<file path="src/rtl/seg7_pkg.sv">
// Shared segment constants and nibble decode for the 7-segment driver.
// Patterns are active-high with bit 0 = segment a through bit 6 = segment g.
package seg7_pkg;

  localparam logic [6:0] SEG_0 = 7'h3F;
  localparam logic [6:0] SEG_1 = 7'h06;
  localparam logic [6:0] SEG_2 = 7'h5B;
  localparam logic [6:0] SEG_3 = 7'h4F;
  localparam logic [6:0] SEG_4 = 7'h66;
  localparam logic [6:0] SEG_5 = 7'h6D;
  localparam logic [6:0] SEG_6 = 7'h7D;
  localparam logic [6:0] SEG_7 = 7'h07;
  localparam logic [6:0] SEG_8 = 7'h7F;
  localparam logic [6:0] SEG_9 = 7'h6F;
  localparam logic [6:0] SEG_A = 7'h77;
  localparam logic [6:0] SEG_B = 7'h7C;
  localparam logic [6:0] SEG_C = 7'h39;
  localparam logic [6:0] SEG_D = 7'h5E;
  localparam logic [6:0] SEG_E = 7'h79;
  localparam logic [6:0] SEG_F = 7'h71;

  localparam logic [6:0] SEG_DASH  = 7'h40;
  localparam logic [6:0] SEG_BLANK = 7'h00;

  localparam logic [7:0] AN_RESET = 8'h01;

  // Codes 10-15 show a dash instead of a letter when hex_mode is low.
  function automatic logic [6:0] seg7_decode_fn(input logic [3:0] value,
                                                input logic       hex_mode);
    logic [6:0] seg;
    case (value)
      4'd0:  seg = SEG_0;
      4'd1:  seg = SEG_1;
      4'd2:  seg = SEG_2;
      4'd3:  seg = SEG_3;
      4'd4:  seg = SEG_4;
      4'd5:  seg = SEG_5;
      4'd6:  seg = SEG_6;
      4'd7:  seg = SEG_7;
      4'd8:  seg = SEG_8;
      4'd9:  seg = SEG_9;
      4'd10: seg = hex_mode ? SEG_A : SEG_DASH;
      4'd11: seg = hex_mode ? SEG_B : SEG_DASH;
      4'd12: seg = hex_mode ? SEG_C : SEG_DASH;
      4'd13: seg = hex_mode ? SEG_D : SEG_DASH;
      4'd14: seg = hex_mode ? SEG_E : SEG_DASH;
      4'd15: seg = hex_mode ? SEG_F : SEG_DASH;
      default: seg = SEG_BLANK;
    endcase
    return seg;
  endfunction

  function automatic logic [7:0] an_onehot_fn(input logic [2:0] sel);
    logic [7:0] an;
    case (sel)
      3'd0: an = 8'h01;
      3'd1: an = 8'h02;
      3'd2: an = 8'h04;
      3'd3: an = 8'h08;
      3'd4: an = 8'h10;
      3'd5: an = 8'h20;
      3'd6: an = 8'h40;
      3'd7: an = 8'h80;
      default: an = AN_RESET;
    endcase
    return an;
  endfunction

endpackage

</file>
<file path="src/rtl/seg7_decode.sv">
// Combinational nibble-to-segment decoder, active-high pattern out.
module seg7_decode
  import seg7_pkg::*;
#(
  parameter bit HEX_MODE = 1'b1
) (
  input  logic [3:0] value,
  output logic [6:0] seg
);

  assign seg = seg7_decode_fn(value, HEX_MODE);

endmodule

</file>
<file path="src/rtl/driver_7seg.sv">
// Registered single-digit 7-segment driver: captures value/select/blank/dp on
// en and holds the decoded, polarity-adjusted segment and anode outputs.
module driver_7seg
  import seg7_pkg::*;
#(
  parameter bit SEG_ACTIVE_LOW = 1'b0,
  parameter bit AN_ACTIVE_LOW  = 1'b0,
  parameter bit HEX_MODE       = 1'b1
) (
  input  logic       clk,
  input  logic       rst,
  input  logic       en,
  input  logic [3:0] b,
  input  logic [2:0] sel,
  input  logic       blank,
  input  logic       dp,
  output logic [6:0] d,
  output logic       dp_out,
  output logic [7:0] an
);

  localparam logic [6:0] SEG_MASK = {7{SEG_ACTIVE_LOW}};
  localparam logic [7:0] AN_MASK  = {8{AN_ACTIVE_LOW}};

  logic [6:0] seg_raw;
  logic [6:0] seg_gated;
  logic       dp_gated;

  seg7_decode #(
    .HEX_MODE(HEX_MODE)
  ) u_decode (
    .value(b),
    .seg  (seg_raw)
  );

  // Blanking darkens the digit but leaves its anode selected.
  assign seg_gated = blank ? SEG_BLANK : seg_raw;
  assign dp_gated  = dp & ~blank;

  always_ff @(posedge clk) begin
    if (rst) begin
      d      <= SEG_0 ^ SEG_MASK;
      dp_out <= SEG_ACTIVE_LOW;
      an     <= AN_RESET ^ AN_MASK;
    end else if (en) begin
      d      <= seg_gated ^ SEG_MASK;
      dp_out <= dp_gated ^ SEG_ACTIVE_LOW;
      an     <= an_onehot_fn(sel) ^ AN_MASK;
    end
  end

endmodule

</file>
<file path="config.mk">
export PLATFORM = sky130hd
export DESIGN_NAME = driver_7seg
export DESIGN_NICKNAME = d
export VERILOG_FILES = /design/src/rtl/seg7_pkg.sv /design/src/rtl/seg7_decode.sv /design/src/rtl/driver_7seg.sv
export SDC_FILE = /design/constraint.sdc
export NUM_CORES = 1
export LEC_CHECK = 0
export BUFFER_PORTS_ARGS = -buffer_cell sky130_fd_sc_hd__buf_2
export CAP_MARGIN = 15
export CORE_MARGIN = 2
export CORE_UTILIZATION = 48
export CTS_BUF_LIST = sky130_fd_sc_hd__clkbuf_16
export DETAILED_ROUTE_END_ITERATION = 8
export GPL_ROUTABILITY_DRIVEN = 0
export GPL_TIMING_DRIVEN = 0
export PLACE_DENSITY_LB_ADDON = 0.05
export SLEW_MARGIN = 5
export SYNTH_ARGS = -nofsm -noshare
export SYNTH_HDL_FRONTEND = slang
export SYNTH_SLANG_ARGS = --single-unit
</file>
<file path="constraint.sdc">
create_clock -name clk -period 1.6 [get_ports clk]
set_clock_uncertainty 0.2 [all_clocks]
set_input_delay 0.16 -clock clk [delete_from_list [all_inputs] [get_ports clk]]
set_output_delay 0.16 -clock clk [all_outputs]
set_load 0.05 [all_outputs]
</file>
==> results by group <==
Run status
  – Status: completed

STA
  – Final hold slack: 0.06122 ns
  – Max-slew violations: 0
  – Slew HR: 72.35%
  – FMAX: 699.2 MHz
  – Final setup fails: 0
  – Worst Tran Pin Value: 0.4147 ns
  – Final hold vios: 0
  – Min cycle time layout: 1.430 ns
  – Tcrit/Tclk final: 89.39%
  – Unrepaired setup endpoints after global routing: no

Power
  – Max VDD drop: 619.3 uV
  – Internal Dissipation: 0.0008206 W
  – Switch share: 27.89%
  – Combinational share of power: 19.3%
  – Tot Pwr: 0.001138 W
  – Seq pwr share: 37.7%
  – Leakage: 0.4818 nW
  – Clock Power Share: 43.0%
  – Psw: 0.0003174 W
  – PD cells: 1056 nW/um^2

Die
  – Height of the die: 45.76 um
  – Die Area: 2094 sq um
  – Initial Utilization: 49.56%
  – Chip width: 45.76 um
  – Num rows: 15
  – Number of I/O pins: 28
  – Core area: 1689 sq um

Drt
  – Iteration-0 DRC Markers: 14
  – DRC violation count after routing: 0
  – DR vias/cell: 5.518
  – Avg WL per Cell: 13.48 um
  – Post-Route WL: 1.900 mm
  – Via count: 778
  – Routed Antenna Nets: 0
  – DRT Pass-1 Iters: 4

CTS
  – Setup Buffers After CTS: 0
  – Worst-path clk slew: 0.05 ns
  – CTS Root Buffer Type: clkbuf_16
  – H-tree depth: 1
  – Total CTS buffers: 3
  – Clock latency on the worst-skew pair: 0.24 ns
  – CTS Hold Bufs: 1
  – CTS sink count: 16
  – Resize count post-CTS: 0
  – CTS tree: built
  – Buffers from clock root to sink, at most: 2

Layout
  – Util after Layout: 63.78%
  – Diode count: 0
  – Area delta synth->final: 28.70%
  – Nets@finish: 143
  – Non-Filler Instances: 141
  – Final instance area: 1077 sq um
  – Share of post-route cells with drive strength above 1: 28.23%

Placement
  – Placed cell count: 136
  – Placed cell area: 988.4 sq um
  – Input/output buffers: 26
  – DP HPWL: 1.367 mm

Worst setup path
  – Critical path cell sequence: buf_2, inv_1, ha_1, nor2b_1, or3_1, a221o_1
  – Crit start category: input pin
  – CP Data Required Time: 1.53 ns
  – Critical Path Fanout Max: 5
  – Setup CP Type: in2reg
  – Crit end category: flip-flop
  – Crit path DAT: 1.36 ns
  – CP max stage delay: 0.35 ns
  – Flop2flop setup slack: 0.60 ns
  – CP max stage cell: or3_1

GRT
  – Total gr overflow: 0
  – Vias in the first global route: 717
  – All-Layer GR Usage: 20.70%
  – Largest net degree at the start of global routing: 11
  – First-pass GRT wire length: 3.132 mm
  – Initial antenna violation count: 0

Yosys
  – Syn Inst Count: 93
  – Syn_nets: 111
  – Register area share after synthesis: 38.27%
  – Yosys warns: 0
  – Post-synthesis cell area: 837.1 sq um
  – Syn Area/Cell: 9.001 sq um
  – Synth cell types: 34
  – Synthesis-stage register bit count: 16

Flow run
  – Max-cap violations: 0

Worst hold path
  – Worst Hold Class: in2reg
==> cells in the final DEF (no fill, tap or decap), types with 2 or more instances in the layout <==
| cell type | n |
|---|---|
| clkbuf_1 | 2 |
| a221o_1 | 3 |
| a2111o_1 | 2 |
| nand2_1 | 7 |
| nand3_1 | 2 |
| dfxtp_1 | 16 |
| buf_2 | 28 |
| nor2b_1 | 8 |
| ha_1 | 6 |
| nor2_1 | 6 |
| a31oi_1 | 3 |
| nand4b_1 | 2 |
| clkbuf_16 | 3 |
| a21oi_1 | 9 |
| inv_1 | 4 |
| nand4_1 | 2 |
==> cells in the mapped netlist <==
cell type | n | area [sq um]
a2111o_1 | 2 | 22.52
a2111oi_1 | 1 | 10.01
a21oi_1 | 9 | 45.04
a221o_1 | 3 | 30.03
a22oi_1 | 1 | 7.510
a31oi_1 | 3 | 18.77
a32oi_1 | 1 | 8.760
and2b_1 | 1 | 7.510
buf_2 | 2 | 10.01
buf_4 | 1 | 7.510
buf_6 | 1 | 11.26
clkbuf_1 | 2 | 7.510
dfxtp_1 | 16 | 320.3
ha_1 | 6 | 75.07
inv_1 | 4 | 15.01
inv_2 | 1 | 3.750
nand2_1 | 7 | 26.28
nand2b_1 | 1 | 6.260
nand3_1 | 2 | 10.01
nand4_1 | 2 | 12.51
nand4b_1 | 2 | 17.52
nor2_1 | 6 | 22.52
nor2b_1 | 8 | 50.05
nor2b_4 | 1 | 13.76
nor3b_1 | 1 | 7.510
nor4bb_1 | 1 | 10.01
o2111a_1 | 1 | 11.26
o211ai_1 | 1 | 7.510
o21ai_0 | 1 | 5.000
o21ai_1 | 1 | 5.000
o311ai_1 | 1 | 8.760
o31ai_1 | 1 | 7.510
o32ai_1 | 1 | 8.760
or3_1 | 1 | 6.260
==> worst paths after layout <==
kind               from  endpoint  depth (start not counted)
setup reg to reg   d[0]      d[0]                          1
hold reg to reg   an[7]     an[7]                          2
hold / removal    blank      d[3]                          4
setup / recovery   b[0]      d[5]                          6
==> metrics by stage <==
step	setup TNS, ns	setup WS, ns
after global routing	0	0.09013
after CTS	0	0.1686
after floorplan	0	0.1493
after detailed placement	-0.08788	-0.08788
after global placement	-0.05952	-0.05952
final	0	0.1698
==> logic make-up after synthesis <==
family / share of synthesized area, %
buffers and inverters: 6.577
AND/OR/NAND/NOR: 22.72
AO/OA/AOI/OAI: 23.47
flip-flops: 38.27
adder cells (fa/ha/maj): 8.968
==> per-layer routing <==
metal	routed length (um)	global-route usage, %	part of all wire (%)
met5	0	0	0
met2	853	32.96	45
met4	11	6.857	0.58
met3	78	3.571	4.1
met1	956	28.19	50
==> area by class of cell <==
class | count | area (sq um)
tap | 17 | 21.27
inverter | 5 | 18.77
fill | 150 | 611.8
clock buffer | 3 | 75.07
buffer | 6 | 36.28
multi-input combinational | 66 | 461.7
timing repair buffer | 27 | 140.1
sequential | 16 | 320.3
clock inverter | 1 | 3.754
==> power by group through the flow <==
stage,Sequential (W),Combinational [W],Clock (W)
floorplan,0.000510,0.0000810,0
global placement,0.000437,0.000214,0
detailed placement,0.000438,0.000216,0
CTS,0.000430,0.000219,0.000493
global route,0.000432,0.000236,0.000514
finish,0.000429,0.000219,0.000489
==> state kept, by name, summed over array words and instances (netlist names) <==
register	count
an	8
d	7
dp_out	1
==> critical path: cells and delay by family <==
kind / cells / cell delay, ns
AND/OR/NAND/NOR: 2 / 0.48
buffers and inverters: 2 / 0.23
adder cells (fa/ha/maj): 1 / 0.20
AO/OA/AOI/OAI: 1 / 0.29
(Power assumes the default switching activity.)
